--- src/rtl/async_fifo_rd_ctrl_pkg.sv ---
// Shared definitions for the dual-clock FIFO read-side controller: default
// parameters, pointer-width derivation and the Gray encode helper.
package async_fifo_rd_ctrl_pkg;

  localparam int unsigned DEF_ADDR_WIDTH          = 8;
  localparam int unsigned DEF_SYNC_STAGES         = 2;
  localparam int unsigned DEF_ALMOST_EMPTY_THRESH = 4;

  // One extra pointer bit distinguishes full from empty at equal addresses.
  function automatic int unsigned ptr_w(input int unsigned addr_width);
    return addr_width + 1;
  endfunction

  function automatic logic [31:0] bin2gray(input logic [31:0] bin);
    return bin ^ (bin >> 1);
  endfunction

endpackage

--- src/rtl/async_fifo_rd_ctrl_if.sv ---
// Read-side FIFO bus: write-domain pointer in, RAM strobe/address and flags out.
interface async_fifo_rd_ctrl_if
  import async_fifo_rd_ctrl_pkg::*;
#(
  parameter int unsigned ADDR_WIDTH = DEF_ADDR_WIDTH
) ();

  localparam int unsigned PTR_W = ptr_w(ADDR_WIDTH);

  logic [PTR_W-1:0]      wr_gray_ptr;
  logic                  rd_req;
  logic                  rd_en;
  logic [ADDR_WIDTH-1:0] rd_addr;
  logic [PTR_W-1:0]      rd_gray_ptr;
  logic                  empty;
  logic                  almost_empty;
  logic [PTR_W-1:0]      rd_count;

  modport master (
    input  wr_gray_ptr, rd_req,
    output rd_en, rd_addr, rd_gray_ptr, empty, almost_empty, rd_count
  );

  modport slave (
    output wr_gray_ptr, rd_req,
    input  rd_en, rd_addr, rd_gray_ptr, empty, almost_empty, rd_count
  );

endinterface

--- src/rtl/async_fifo_rd_ctrl_gray2bin.sv ---
// Gray-to-binary decoder: each binary bit is the XOR of all Gray bits at or above it.
module async_fifo_rd_ctrl_gray2bin #(
  parameter int unsigned WIDTH = 9
) (
  input  logic [WIDTH-1:0] gray_i,
  output logic [WIDTH-1:0] bin_o
);

  always_comb begin
    bin_o = '0;
    for (int i = 0; i < WIDTH; i++) begin
      bin_o[i] = ^(gray_i >> i);
    end
  end

endmodule

--- src/rtl/async_fifo_rd_ctrl.sv ---
// Read-side pointer/flag controller of a dual-clock FIFO: synchronizes the write
// Gray pointer, advances the read pointer and registers empty/almost-empty/count.
module async_fifo_rd_ctrl
  import async_fifo_rd_ctrl_pkg::*;
#(
  parameter int unsigned ADDR_WIDTH          = DEF_ADDR_WIDTH,
  parameter int unsigned SYNC_STAGES         = DEF_SYNC_STAGES,
  parameter int unsigned ALMOST_EMPTY_THRESH = DEF_ALMOST_EMPTY_THRESH
) (
  input  logic                 clk,
  input  logic                 rst_n,
  async_fifo_rd_ctrl_if.master bus
);

  localparam int unsigned PTR_W = ptr_w(ADDR_WIDTH);

  if (SYNC_STAGES < 2) begin : g_bad_sync
    $error("SYNC_STAGES must be at least 2");
  end

  logic [PTR_W-1:0] sync_q [SYNC_STAGES];
  logic [PTR_W-1:0] wr_gray_sync;
  logic [PTR_W-1:0] wr_bin_sync;

  logic [PTR_W-1:0] rd_bin_q,   rd_bin_d;
  logic [PTR_W-1:0] rd_gray_q,  rd_gray_d;
  logic [PTR_W-1:0] count_q,    count_d;
  logic             empty_q,    empty_d;
  logic             almost_q,   almost_d;
  logic             rd_en;

  // Plain flop chain crossing from the write clock; nothing between stages.
  always_ff @(posedge clk or negedge rst_n) begin
    if (!rst_n) begin
      for (int s = 0; s < int'(SYNC_STAGES); s++) begin
        sync_q[s] <= '0;
      end
    end else begin
      sync_q[0] <= bus.wr_gray_ptr;
      for (int s = 1; s < int'(SYNC_STAGES); s++) begin
        sync_q[s] <= sync_q[s-1];
      end
    end
  end

  assign wr_gray_sync = sync_q[SYNC_STAGES-1];

  async_fifo_rd_ctrl_gray2bin #(
    .WIDTH (PTR_W)
  ) u_gray2bin (
    .gray_i (wr_gray_sync),
    .bin_o  (wr_bin_sync)
  );

  assign rd_en = bus.rd_req & ~empty_q;

  // Flags are computed from the post-read pointer so the last read raises empty.
  always_comb begin
    rd_bin_d  = rd_bin_q + PTR_W'(rd_en);
    rd_gray_d = PTR_W'(bin2gray(32'(rd_bin_d)));
    count_d   = wr_bin_sync - rd_bin_d;
    empty_d   = (rd_gray_d == wr_gray_sync);
    almost_d  = (32'(count_d) <= ALMOST_EMPTY_THRESH);
  end

  always_ff @(posedge clk or negedge rst_n) begin
    if (!rst_n) begin
      rd_bin_q  <= '0;
      rd_gray_q <= '0;
      count_q   <= '0;
      empty_q   <= 1'b1;
      almost_q  <= 1'b1;
    end else begin
      rd_bin_q  <= rd_bin_d;
      rd_gray_q <= rd_gray_d;
      count_q   <= count_d;
      empty_q   <= empty_d;
      almost_q  <= almost_d;
    end
  end

  assign bus.rd_en        = rd_en;
  assign bus.rd_addr      = rd_bin_q[ADDR_WIDTH-1:0];
  assign bus.rd_gray_ptr  = rd_gray_q;
  assign bus.empty        = empty_q;
  assign bus.almost_empty = almost_q;
  assign bus.rd_count     = count_q;

endmodule

--- src/flat_wrapper.sv ---
// flat-port wrapper written by rule: the top's interface ports become plain ports
module async_fifo_rd_ctrl_flat import async_fifo_rd_ctrl_pkg::*;
#(
  parameter int unsigned ADDR_WIDTH          = DEF_ADDR_WIDTH,
  parameter int unsigned SYNC_STAGES         = DEF_SYNC_STAGES,
  parameter int unsigned ALMOST_EMPTY_THRESH = DEF_ALMOST_EMPTY_THRESH
)
  (clk, rst_n, bus_wr_gray_ptr, bus_rd_req, bus_rd_en, bus_rd_addr, bus_rd_gray_ptr, bus_empty, bus_almost_empty, bus_rd_count);
  async_fifo_rd_ctrl_if #(.ADDR_WIDTH(ADDR_WIDTH)) bus_i ();
  input  logic clk;
  input  logic rst_n;
  input wire logic [$bits(bus_i.wr_gray_ptr)-1:0] bus_wr_gray_ptr;
  input wire logic [$bits(bus_i.rd_req)-1:0] bus_rd_req;
  output wire logic [$bits(bus_i.rd_en)-1:0] bus_rd_en;
  output wire logic [$bits(bus_i.rd_addr)-1:0] bus_rd_addr;
  output wire logic [$bits(bus_i.rd_gray_ptr)-1:0] bus_rd_gray_ptr;
  output wire logic [$bits(bus_i.empty)-1:0] bus_empty;
  output wire logic [$bits(bus_i.almost_empty)-1:0] bus_almost_empty;
  output wire logic [$bits(bus_i.rd_count)-1:0] bus_rd_count;
  assign bus_i.wr_gray_ptr = bus_wr_gray_ptr;
  assign bus_i.rd_req = bus_rd_req;
  assign bus_rd_en = bus_i.rd_en;
  assign bus_rd_addr = bus_i.rd_addr;
  assign bus_rd_gray_ptr = bus_i.rd_gray_ptr;
  assign bus_empty = bus_i.empty;
  assign bus_almost_empty = bus_i.almost_empty;
  assign bus_rd_count = bus_i.rd_count;
  async_fifo_rd_ctrl #(.ADDR_WIDTH(ADDR_WIDTH), .SYNC_STAGES(SYNC_STAGES), .ALMOST_EMPTY_THRESH(ALMOST_EMPTY_THRESH)) u_core (.clk(clk), .rst_n(rst_n), .bus(bus_i));
endmodule
--- config.mk ---
export PLATFORM = sky130hd
export DESIGN_NAME = async_fifo_rd_ctrl_flat
export DESIGN_NICKNAME = d
export VERILOG_FILES = /design/src/rtl/async_fifo_rd_ctrl_pkg.sv /design/src/rtl/async_fifo_rd_ctrl_if.sv /design/src/rtl/async_fifo_rd_ctrl_gray2bin.sv /design/src/rtl/async_fifo_rd_ctrl.sv /design/src/flat_wrapper.sv
export SDC_FILE = /design/constraint.sdc
export NUM_CORES = 1
export LEC_CHECK = 0
export ABC_AREA = 1
export CAP_MARGIN = 30
export CELL_PAD_IN_SITES_DETAIL_PLACEMENT = 0
export CELL_PAD_IN_SITES_GLOBAL_PLACEMENT = 1
export CORE_MARGIN = 8
export CORE_UTILIZATION = 42
export DETAILED_ROUTE_END_ITERATION = 6
export PLACE_DENSITY_LB_ADDON = 0.25
export SLEW_MARGIN = 40
export SYNTH_ARGS = -nofsm -noshare
export SYNTH_HDL_FRONTEND = slang
export SYNTH_SLANG_ARGS = --single-unit
--- constraint.sdc ---
create_clock -name clk -period 5.75 [get_ports clk]
set_clock_uncertainty 0.15 [all_clocks]
set_input_delay 1.15 -clock clk [delete_from_list [all_inputs] [get_ports clk]]
set_output_delay 1.15 -clock clk [all_outputs]
set_load 0.03 [all_outputs]
==> summary.md, run 1 <==
| Metric | Value |
|---|---|
| Post-synth ARST share | `1.000` |
| DIE WIDTH | `~92 µm` |
| P_int | `0.8844 mW` |
| Post-synth EDFFs | `0` |
| Area of the multi-input gates | `1084 µm²` |
| Boundary Pins | `41` |
| WL final | `4.832 mm` |
| Actual slew at the worst max-slew pin | `0.5666 ns` |
| Worst path arrival time | `just under 4 ns` |
| Startpoint types | `input port` |
| Syn Nets | `302` |
| Die area | `8413 µm²` |
| Register area | `1154 µm²` |
| HP Class | `reg2reg` |
| DRT Pass-1 Iters | `4` |
| Logic pwr share | `0.589` |
| Sw Pwr | `0.7850 mW` |
| Cts repair resizes | `0` |
| Peak Freq | `260.4 MHz` |
| Clk sinks | `46` |
| HPWL after detailed placement | `3.834 mm` |
| Slew Limit Fails | `0` |
| Post-layout nets | `347` |
| Sw Ratio | `0.4702` |
| DR WL/cell | `12.11 µm` |
| Synthesis-stage register bit count | `46` |
| H-tree depth | `2` |
| All-Layer GR Usage | `0.1241` |
| Vias | `1806` |
| Synthesized area | `~2400 µm²` |
| Synth cell types | `27` |
| FILL cells | `541` |
| RSZ-0062 raised after global routing | `no` |
| Diodes inserted | `0` |
| Syn Area/Cell | `8.571 µm²` |
| Number of CTS-inserted buffers | `5` |
| Pleak | `1.522 nW` |
| # DRC | `0` |
| Layout cells sized above 1 | `0.1162` |
| Die height | `about 90 µm` |
| Minimum hold slack | `0.2065 ns` |
| Starting density of the core | `0.4347` |
| Final ANT Viol Nets | `0` |
| Synthesized instance count | `281` |
| Power, Total | `1.669 mW` |
| Port bufs | `40` |
| Clock Tree Buf Depth | `2` |
| Kind of critical path | `in2reg` |
| Cts-stage hold buffer count | `0` |
| Synthesis-to-layout area growth | `23.64%` |
| Final setup TNS | `0 ns` |
| Main synth FF type | `dfrtp_1` |
| Clock slew at reported path FFs | `0.09 ns` |
| CTS tree | `yes` |
| Synth warn | `0` |
| Status | `complete, no violations` |
| Required @ worst endpoint | `around 5.8 ns` |
| Setup violators final | `0` |
| Placed cell areas | `2887 µm²` |
| Maximum fanout along the worst path | `5` |
| Post-route setup slack | `between 1.5 and 2 ns` |
| Clock share of power | `0.123` |
| Register area share after synthesis | `0.4790` |
| Worst-Skew Late Latency | `0.30 ns` |
| First-pass GRT wire length | `8.452 mm` |
| Num rows | `27` |
| Final min period | `around 3.8 ns` |
| CP endpoint kind | `flip-flop` |
| # Post-CTS Setup Buffers | `0` |
| Initial antenna violation count | `0` |
| Final worst path period share | `0.6680` |
| Reg power frac | `0.289` |
| Drt via density | `between 4 and 5` |
| Number of DRC markers in iteration 0 | `27` |
| Pwr dens | `560.6 nW/µm²` |
| Worst slack, placed | `1.589 ns` |
| Core Box Area | `~5500 µm²` |
| Total count of hold-check failures in the final report | `0` |
| Largest net degree at the start of global routing | `47` |
| Final instance area | `2978 µm²` |
| Number of global-route vias before repair | `1878` |
| Routability cong. | `0.7997` |
| Relative slew slack | `0.6223` |
| Grt ovf | `0` |
| Max Cap Viol | `0` |
| Root Driver | `clkbuf_8` |
| Max IR drop VDD | `between 200 and 250 µV` |
==> Yosys cell counts (3+ instances only) <==
library cell | number | area share
ha_1 | 8 | 0.042
dfrtp_1 | 44 | 0.46
inv_1 | 39 | 0.061
xnor2_1 | 8 | 0.029
nand4_1 | 4 | 0.010
nand2_2 | 11 | 0.029
nand3_1 | 25 | 0.052
nor2_2 | 3 | 0.0078
nand3_2 | 3 | 0.012
nor2_1 | 13 | 0.020
inv_2 | 4 | 0.0062
xor2_1 | 19 | 0.069
nand2_1 | 81 | 0.13
==> flip-flops by register name (all words and copies together) (netlist names) <==
signal	flops
u_core.bus.rd_count	9
u_core.wr_gray_sync	9
u_core.sync_q	9
u_core.bus.rd_gray_ptr	8
u_core.bus.almost_empty	1
u_core.bus.empty	1
u_core.rd_bin_q	9
==> cell usage in the layout, fill, tap and decap left out, types with 3 or more instances in the layout <==
cell type,synthesis,routed
clkbuf_8,0,5
dfrtp_1,44,44
nor2_2,3,3
inv_1,39,39
nor2_1,13,13
inv_2,4,4
ha_1,8,8
nand2_2,11,11
xor2_1,19,19
nand2_1,81,81
xnor2_1,8,8
clkdlybuf4s50_1,0,39
nand4_1,4,4
nand3_1,25,25
nand3_2,3,3
==> area by class of cell <==
cell class                 instances  share of cell area
clock buffer                       5             0.02311
clock inverter                     3            0.007563
inverter                          43             0.05420
multi-input combinational        190              0.3639
sequential                        46              0.3874
tap                               72             0.03025
timing repair buffer              40              0.1336
==> worst max-delay path, stage by stage <==
cell	delay (ns)
clkdlybuf4s50_1	0.45
inv_1	0.03
nor2_1	0.13
ha_1	0.21
ha_1	0.19
inv_1	0.06
or2_2	0.28
nand2_2	0.11
inv_1	0.07
ha_1	0.31
nand2_1	0.07
nand2_1	0.04
a31oi_1	0.21
nor2_1	0.09
nand2_2	0.07
nand2_1	0.06
nand2_1	0.07
nand3_1	0.07
nand2_1	0.09
nand3_1	0.09
nor2_2	0.08
==> kinds of logic (layout without fill, tap and decap cells) <==
group / after synthesis / after routing / share of synthesized area
buffers and inverters: 45 / 91 / 0.07117
and+or+nand+nor: 147 / 147 / 0.2810
DFF: 46 / 46 / 0.4790
adders and majority gates: 9 / 9 / 0.04987
AOI/OAI and AO/OA: 6 / 6 / 0.01403
xor gates and xnor gates: 28 / 28 / 0.1049
==> per-layer routing <==
metal	up-vias	global-route usage	wire length, µm
li1	947	-	-
met1	809	0.1501	2258
met2	38	0.1993	2222
met3	12	0.03097	213
met4	0	0.06711	137
met5	-	0	0
==> through the flow <==
step | utilization | cells
finish | 0.5375 | 399
CTS | 0.5375 | 399
global route | 0.5375 | 399
floorplan | - | 281
global placement | 0.5206 | 391
detailed placement | 0.5210 | 391
==> power by group through the flow <==
stage	clock (mW)	sequential [mW]	combinational, mW
after global placement	0	0.487	0.987
after detailed placement	0	0.491	0.987
after CTS	0.214	0.484	0.995
final	0.205	0.482	0.983
after global routing	0.223	0.494	1.09
after floorplan	0	0.657	0.502
==> worst paths after layout <==
path                       slack (ns)  cells past startpoint                                end                   startpoint
setup reg to reg                 2.85                     19  u_core.bus.almost_empty$_DFF_PN1_   u_core.bus.empty$_DFF_PN1_
min in group asynchronous        0.69                      1       u_core.rd_bin_q[0]$_DFF_PN0_                        rst_n
hold / removal                   0.21                      0   u_core.wr_gray_sync[3]$_DFF_PN0_  u_core.sync_q[12]$_DFF_PN0_
max in group asynchronous        4.38                      1  u_core.bus.almost_empty$_DFF_PN1_                        rst_n
hold reg to reg                  0.21                      0   u_core.wr_gray_sync[3]$_DFF_PN0_  u_core.sync_q[12]$_DFF_PN0_
setup / recovery                 1.91                     21  u_core.bus.almost_empty$_DFF_PN1_                   bus_rd_req
Power figures use the tool's default switching activity.
==> run 2, diff against run 1 <==
--- a/config.mk
+++ b/config.mk
@@ -10,7 +10,7 @@
 export CELL_PAD_IN_SITES_DETAIL_PLACEMENT = 0
 export CELL_PAD_IN_SITES_GLOBAL_PLACEMENT = 1
 export CORE_MARGIN = 8
-export CORE_UTILIZATION = 42
+export CORE_UTILIZATION = 36
 export DETAILED_ROUTE_END_ITERATION = 6
 export PLACE_DENSITY_LB_ADDON = 0.25
 export SLEW_MARGIN = 40
==> constraint.sdc (replaced) <==
create_clock -name clk -period 3.1 [get_ports clk]
set_clock_uncertainty 0.15 [all_clocks]
set_input_delay 0.62 -clock clk [delete_from_list [all_inputs] [get_ports clk]]
set_output_delay 0.62 -clock clk [all_outputs]
set_load 0.03 [all_outputs]
==> run 2 against run 1 <==
Net effect: critical path depth is 3 lower; hold slack worse by 0.041 ns; register-to-register slack worse by 2.5 ns; die area is 14% higher; critical path type is now reg2reg; critical endpoint unchanged; largest power group unchanged; highest routed layer unchanged.
==> summary.md, run 2 (synthesis gave the netlist of run 1 again) <==
| Metric | Value |
|---|---|
| Status | `complete, no violations` |
| Core Box Area | `6644 µm²` |
| Initial antenna violation count | `0` |
| Clk sinks | `46` |
| Vias | `approximately 2.0k` |
| Synthesis-to-layout area growth | `41.56%` |
| Number of DRC markers in iteration 0 | `62` |
| Starting density of the core | `0.3625` |
| Diodes inserted | `0` |
| Die height | `between 90 and 100 µm` |
| Clock slew at reported path FFs | `0.09 ns` |
| Pwr dens | `1084 nW/µm²` |
| Setup violators final | `0` |
| Max IR drop VDD | `401.5 µV` |
| Placed cell areas | `around 3100 µm²` |
| Drt via density | `4.409` |
| Clock Tree Buf Depth | `2` |
| Kind of critical path | `reg2reg` |
| DRT Pass-1 Iters | `4` |
| FILL cells | `630` |
| # DRC | `0` |
| CP max stage cell | `dfrtp_1` |
| Cts-stage hold buffer count | `0` |
| Required @ worst endpoint | `3.19 ns` |
| Die area | `9564 µm²` |
| WL final | `5.299 mm` |
| Most frequent cells in the layout | `nand2_1 (77), dfrtp_1 (44), clkdlybuf4s50_1 (38), buf_4 (38), inv_1 (37)` |
| Power, Total | `3.697 mW` |
| H-tree depth | `2` |
| Number of CTS-inserted buffers | `5` |
| Post-route insts no fill | `445` |
| Worst path arrival time | `roughly 2.9 ns` |
| Root Driver | `clkbuf_8` |
| Layout cells sized above 1 | `0.2521` |
| Worst-Skew Late Latency | `0.30 ns` |
| Grt ovf | `0` |
| Startpoint types | `flip-flop` |
| Routability cong. | `about 0.81` |
| CP peak stage delay | `0.44 ns` |
| Placed Instances | `429` |
| Port bufs | `40` |
| Boundary Pins | `41` |
| Slew Limit Fails | `0` |
| Crit-path cells | `inv_2 -> nand2_1 -> nand3_2 -> nand2_4 -> nand2_2 -> nand2_1 -> xnor2_1 -> ha_1 -> fa_1 -> inv_1 -> nand3_1 -> nand3_1 -> nand2_1 -> nand2_1 -> nand2_1 -> nor2_1 -> nand3_1 -> nor2_2` |
| CP most frequent cell | `nand2_1` |
| DIE WIDTH | `97.80 µm` |
| Fin util | `0.5132` |
| Maximum fanout along the worst path | `5` |
| Max Cap Viol | `0` |
| Num rows | `30` |
| CTS tree | `yes` |
| Final worst path period share | `0.8916` |
| All-Layer GR Usage | `0.1181` |
| HPWL after detailed placement | `~4.1 mm` |
| Final ANT Viol Nets | `0` |
| Final instance area | `3410 µm²` |
| Final min period | `2.764 ns` |
| Total count of hold-check failures in the final report | `0` |
| Post-layout nets | `385` |
| Largest net degree at the start of global routing | `47` |
| First-pass GRT wire length | `~9 mm` |
| HP Class | `in2async` |
| Actual slew at the worst max-slew pin | `0.5598 ns` |
| RSZ-0062 raised after global routing | `no` |
| DR WL/cell | `11.91 µm` |
| Peak Freq | `361.8 MHz` |
| Number of global-route vias before repair | `a little over 2k` |
| Most common cell after layout, fill and taps aside | `nand2_1` |
| CP endpoint kind | `flip-flop` |
| Relative slew slack | `0.6268` |
| Pleak | `1.728 nW` |
==> run 2: final timing paths <==
check,from,to,slack [ns],depth (start not counted)
max in group asynchronous,rst_n,u_core.bus.empty$_DFF_PN1_,2.26,1
worst max register to register,u_core.wr_gray_sync[8]$_DFF_PN0_,u_core.bus.almost_empty$_DFF_PN1_,0.34,18
worst min register to register,u_core.sync_q[9]$_DFF_PN0_,u_core.wr_gray_sync[0]$_DFF_PN0_,0.20,0
min in group clk,u_core.sync_q[9]$_DFF_PN0_,u_core.wr_gray_sync[0]$_DFF_PN0_,0.20,0
worst max-delay path,u_core.wr_gray_sync[8]$_DFF_PN0_,u_core.bus.almost_empty$_DFF_PN1_,0.34,18
worst min-delay path,rst_n,u_core.sync_q[9]$_DFF_PN0_,0.17,1
==> run 2: final cells by class <==
cell class	instances	area, µm²	area share
Clock buffer	6	72.57	0.02128
Multi-Input combinational cell	190	1195	0.3505
Timing Repair Buffer	78	689.4	0.2022
Sequential cell	46	1154	0.3383
Tap cell	80	100.1	0.02936
Clock inverter	2	37.54	0.01101
Inverter	43	161.4	0.04734
==> run 2: metrics by stage <==
stage          hold slack [ns]  setup TNS (ns)  worst slack [ns]
2_1_floorplan           0.1744               0          0.001794
3_3_place_gp            0.1818          -1.301           -0.3438
3_5_place_dp            0.1847          -1.678           -0.4063
4_1_cts                 0.1824               0          0.005181
5_1_grt                 0.2103               0           0.03754
6_report                0.1655               0            0.3362
==> run 2: power breakdown <==
group	total, mW	internal (mW)	switching, mW
Combinational	2.35	1.09	1.27
Clock	0.437	0.240	0.197
Sequential	0.907	0.785	0.122
Total	3.70	2.11	1.59
==> run 2: worst max-delay path: cells and delay by family (launching register included) <==
family                   cells  cell delay [ns]
AND/OR/NAND/NOR             13             1.18
flip-flops                   1             0.44
buffers and inverters        2             0.17
adder cells (fa/ha/maj)      2             0.61
XOR/XNOR                     1             0.15
==> run 2: per-layer routing <==
layer / track usage / vias up / share of wire
li1: - / 1016 / -
met1: 0.1306 / 903 / 0.45
met2: 0.2066 / 39 / 0.49
met3: 0.03485 / 4 / 0.042
met4: 0.04796 / 0 / 0.015
met5: 0 / - / 0
==> run 2: what timing repair did <==
item | 4_1_cts | 5_1_grt
buffers inserted | 6 | 2
resized for setup | 6 | 14
pin swaps | 9 | 14
endpoints found under the setup margin | 3 | 5
gates cloned | 0 | 0
==> run 3, diff against run 2 <==
--- a/config.mk
+++ b/config.mk
@@ -9,8 +9,8 @@
 export CAP_MARGIN = 30
 export CELL_PAD_IN_SITES_DETAIL_PLACEMENT = 0
 export CELL_PAD_IN_SITES_GLOBAL_PLACEMENT = 1
-export CORE_MARGIN = 8
-export CORE_UTILIZATION = 36
+export CORE_MARGIN = 2
+export CORE_UTILIZATION = 42
 export DETAILED_ROUTE_END_ITERATION = 6
 export PLACE_DENSITY_LB_ADDON = 0.25
 export SLEW_MARGIN = 40
==> constraint.sdc (replaced) <==
create_clock -name clk -period 3.45 [get_ports clk]
set_clock_uncertainty 0.15 [all_clocks]
set_input_delay 0.69 -clock clk [delete_from_list [all_inputs] [get_ports clk]]
set_output_delay 0.69 -clock clk [all_outputs]
set_load 0.03 [all_outputs]
==> run 3 against run 2 <==
Net effect: routed wire length decreased by 14%; largest cell class is now sequential cells; sequential power decreased by 12%; largest power group unchanged; via count decreased by 8.1%; highest routed layer unchanged.
==> summary.md, run 3 (synthesis gave the netlist of run 1 again) <==
| Metric | Value |
|---|---|
| FILL cells | `514` |
| DR WL/cell | `11.11 µm` |
| All-Layer GR Usage | `0.1565` |
| Die height | `79.73 µm` |
| Grt ovf | `0` |
| Layout cells sized above 1 | `0.1488` |
| Die area | `around 6400 µm²` |
| CP most frequent cell | `nand2_1` |
| Clock Tree Buf Depth | `2` |
| CP peak stage delay | `0.45 ns` |
| Vias | `1804` |
| Final ANT Viol Nets | `0` |
| Final worst path period share | `0.9446` |
| Peak Freq | `306.9 MHz` |
| Largest net degree at the start of global routing | `47` |
| Diodes inserted | `0` |
| Total count of hold-check failures in the final report | `0` |
| Relative slew slack | `0.6275` |
| Max Cap Viol | `0` |
| Number of CTS-inserted buffers | `5` |
| Pwr dens | `940.0 nW/µm²` |
| Most frequent cells in the layout | `nand2_1 (81), dfrtp_1 (44), inv_1 (39), clkdlybuf4s50_1 (39), nand3_1 (25)` |
| Pleak | `1.564 nW` |
| Actual slew at the worst max-slew pin | `about 0.56 ns` |
| Starting density of the core | `0.4374` |
| Drt via density | `4.422` |
| CP endpoint kind | `flip-flop` |
| Post-layout nets | `356` |
| Core Box Area | `between 5000 and 6000 µm²` |
| Number of DRC markers in iteration 0 | `between 40 and 50` |
| Worst path arrival time | `approximately 3.4 ns` |
| Clock slew at reported path FFs | `about 0.08 ns` |
| Boundary Pins | `between 40 and 50` |
| Clk sinks | `46` |
| HPWL after detailed placement | `about 3.5 mm` |
| Register area | `approximately 1200 µm²` |
| H-tree depth | `2` |
| Synthesis-to-layout area growth | `27.22%` |
| Crit-path cells | `clkdlybuf4s50_1 -> inv_1 -> nor2_2 -> ha_2 -> ha_1 -> inv_1 -> or2_2 -> nand2_2 -> inv_1 -> ha_1 -> nand2_1 -> nand2_1 -> a31oi_2 -> nor2_1 -> nand2_2 -> nand2_1 -> nand2_1 -> nand2_1 -> nand2_1 -> nand2_1 -> buf_4 -> inv_1` |
| First-pass GRT wire length | `about 7.5 mm` |
| CTS tree | `yes` |
| Most common cell after layout, fill and taps aside | `nand2_1` |
| # DRC | `0` |
| Minimum hold slack | `0.2031 ns` |
| Required @ worst endpoint | `between 3 and 4 ns` |
| Status | `complete, no violations` |
| Final min period | `3.259 ns` |
| Port bufs | `40` |
| Routability cong. | `0.7791` |
| Clock share of power | `0.120` |
| Power, Total | `2.880 mW` |
| Worst-Skew Late Latency | `about 0.30 ns` |
| Number of global-route vias before repair | `approximately 1.6k` |
| DRT Pass-1 Iters | `5` |
| Num rows | `27` |
| WL final | `4.532 mm` |
| Area of the multi-input gates | `roughly 1100 µm²` |
| Logic pwr share | `0.602` |
| Slew Limit Fails | `0` |
| Maximum fanout along the worst path | `3` |
| Startpoint types | `input port` |
| Fin util | `0.5565` |
| HP Class | `reg2reg` |
| Sw Ratio | `0.4540` |
| Setup violators final | `0` |
| CP max stage cell | `clkdlybuf4s50_1` |
| Reg power frac | `0.278` |
| Kind of critical path | `in2reg` |
| Max IR drop VDD | `around 400 µV` |
| Sw Pwr | `approximately 1.3 mW` |
| P_int | `1.573 mW` |
| Root Driver | `clkbuf_8` |
| Initial antenna violation count | `0` |
| DIE WIDTH | `79.73 µm` |
-- run 3: critical path: cells and delay by family --
family,cells,cell delay [ns]
simple gates,12,1.02
buf+inv,6,0.77
fa+ha+maj,3,0.66
compound gates,1,0.19
-- run 3: worst paths after layout --
path / startpoint / endpoint / slack, ns / cells after the start
max: bus_rd_req / u_core.bus.rd_count[7]$_DFF_PN0_ / 0.19 / 22
min: u_core.sync_q[9]$_DFF_PN0_ / u_core.wr_gray_sync[0]$_DFF_PN0_ / 0.20 / 0
min reg2reg: u_core.sync_q[9]$_DFF_PN0_ / u_core.wr_gray_sync[0]$_DFF_PN0_ / 0.20 / 0
max reg2reg: u_core.bus.empty$_DFF_PN1_ / u_core.bus.rd_count[7]$_DFF_PN0_ / 0.62 / 17
min in group asynchronous: rst_n / u_core.bus.rd_gray_ptr[1]$_DFF_PN0_ / 0.22 / 1
max in group asynchronous: rst_n / u_core.wr_gray_sync[1]$_DFF_PN0_ / 2.54 / 1
-- run 3: final cells by class --
type,instances,share of cell area
clock buffers,6,0.02695
clock inverters,2,0.005308
inverters,43,0.05267
multi-input cells,190,0.3573
flip-flops and latches,46,0.3765
well taps,72,0.02940
repair buffers,49,0.1519
-- run 3: power groups by stage --
stage	clock network, mW	logic [mW]	registers (mW)
final	0.347	1.73	0.800
after global routing	0.392	1.91	0.816
after CTS	0.365	1.71	0.802
after detailed placement	0	1.70	0.812
after global placement	0	1.70	0.811
after floorplan	0	0.837	1.09
-- run 3: layer usage --
layer  wire, µm  global-route usage  up-vias
met5          0                   0        -
met4         49             0.05172        0
met3        143             0.03733        4
met2       2123              0.2521       29
met1       2216              0.2071      810
li1           -                   -      961
-- run 3: timing repair --
action,4_1_cts,5_1_grt
resized for setup,0,2
hold buffers,0,0
setup endpoints to repair,0,1
buffers inserted,0,2
-- run 3: through the flow --
step	setup slack [ns]	cell area [µm²]	instances	setup TNS, ns
global placement	-0.06933	2939	398	-0.06933
finish	0.1911	3064	408	0
detailed placement	-0.1400	2942	398	-0.2031
CTS	0.1480	3040	406	0
global route	-0.01523	3064	408	-0.01523
floorplan	0.1513	2411	281	0
==> RTL change (flow settings as in run 1) <==
`DEF_SYNC_STAGES`: 2 -> 4.
--- a/src/rtl/async_fifo_rd_ctrl_pkg.sv
+++ b/src/rtl/async_fifo_rd_ctrl_pkg.sv
@@ -3,7 +3,7 @@
 package async_fifo_rd_ctrl_pkg;
 
   localparam int unsigned DEF_ADDR_WIDTH          = 8;
-  localparam int unsigned DEF_SYNC_STAGES         = 2;
+  localparam int unsigned DEF_SYNC_STAGES         = 4;
   localparam int unsigned DEF_ALMOST_EMPTY_THRESH = 4;
 
   // One extra pointer bit distinguishes full from empty at equal addresses.
Behaviour: not the same (a bounded check fails within 4 cycles, from zero or initial values and one cycle with rst_n low).
==> RTL change against run 1 <==
  * Area after synthesis up 19%
  * Wire length grew 9.4%
  * Final cell count is 8.8% higher
  * Worst setup slack got worse by 0.058 ns
  * Total power up 18%
  * Clock power up 82%
  * Register-to-register slack worse by 0.07 ns
  * Via count grew 6.9%
  * Sequential cell count grew 18
  * Sequential share of layout area grew 6.5 points
  * Sequential power increased by 28%
  * Design area up 19%
==> RTL change: results (changes against run 1) <==
routed vias/inst 4.45 (was 4.53); clock edge transition at the registers on the reported setup and hold paths 0.07 ns (was 0.09 ns); pin count of the biggest net entering global routing 65 (was 47); gpl congestion 0.845 (was 0.800); detailed-route wire length on metal 1 2490 µm (was 2260 µm); Synth area leaders dfrtp_1, nand2_1, xor2_1 (unchanged); number of nets in the final layout 370 (was 347); average wire per cell in the routed design 12.2 µm (was 12.1 µm); via count of the first global-routing pass 1960 (was 1878); run status finished, final reports clean (unchanged); H-tree level count 3 (was 2); measured slew at the worst slew-check pin 0.554 ns (was 0.567 ns); Num CTS Buffers 9 (was 5); Post-synth top cells nand2_1, dfrtp_1, inv_1 (unchanged); Leak 1.79 nW (was 1.52 nW); fillcell total 624 (was 541); aggregate global-route resource usage 0.119 (was 0.124); Register-to-Register Setup Slack 2.78 ns (was 2.85 ns); arithmetic-cell share of the synthesized area counting full adders, half adders and majority gates 0.0420 (was 0.0499); Detail Route met2 WL 2390 µm (was 2220 µm); global routing usage on met1 0.141 (was 0.150); Max FO, Critical Path 5 (unchanged); WP data arrival 4.03 ns (was 3.93 ns); Compound-Gate Fraction of Synth Area 0.0118 (was 0.0140); detailed placement HPWL 4010 µm (was 3830 µm); via count 1931 (was 1806); met3 usage 0.0381 (was 0.0310); global-route wire length before repair 9010 µm (was 8450 µm); synthesized area per cell 9.56 µm² (was 8.57 µm²); multiplexer share of the synthesized area 0 (unchanged); Placed Cells 418 (was 391); number of DRC markers in iteration 0 61 (was 27); placement-stage worst setup slack 1.51 ns (was 1.59 ns); hold_ws 0.195 ns (was 0.207 ns); standard cell area after detailed placement 0.00335 mm² (was 0.00289 mm²); insertion delay to the later sink of the worst-skew pair 0.33 ns (was 0.30 ns); Sequential Area 0.00160 mm² (was 0.00115 mm²); beginning of the worst hold path u_core.sync_q[14] (was u_core.sync_q[12]); antenna diode instance count 0 (unchanged); Hold Crit Endpoint u_core.wr_gray_sync[5] (was u_core.wr_gray_sync[3]); maximum clock frequency 256 MHz (was 260 MHz); share of the synthesized netlist area taken by xor and xnor gates 0.0884 (was 0.105); Synth Net Count 320 (was 302); met3 wirelength from detailed routing 288 µm (was 213 µm); fraction of layout cells with a size suffix above 1 0.127 (was 0.116)
[RTL change: changes by cell type in the layout (fill, tap and decap cells not counted), sizes merged]
cell / run 1 / this run
buf: 1 / 2
clkbuf: 5 / 11
bufinv: 0 / 1
dfrtp: 44 / 62
inv: 45 / 43
clkinv: 1 / 4
[RTL change: power by group]
group / internal, mW / total, mW / switching (mW)
Combinational: 0.374 / 0.985 / 0.611
Sequential: 0.557 / 0.615 / 0.0581
Clock: 0.200 / 0.373 / 0.172
Total: 1.13 / 1.97 / 0.841
[RTL change: area by class of cell]
type / count / area share
Sequential cell: 64 / 0.453
Multi-Input combinational cell: 190 / 0.306
Timing Repair Buffer: 41 / 0.115
Inverter: 43 / 0.0455
Clock buffer: 11 / 0.0371
Tap cell: 80 / 0.0282
Clock inverter: 5 / 0.0162
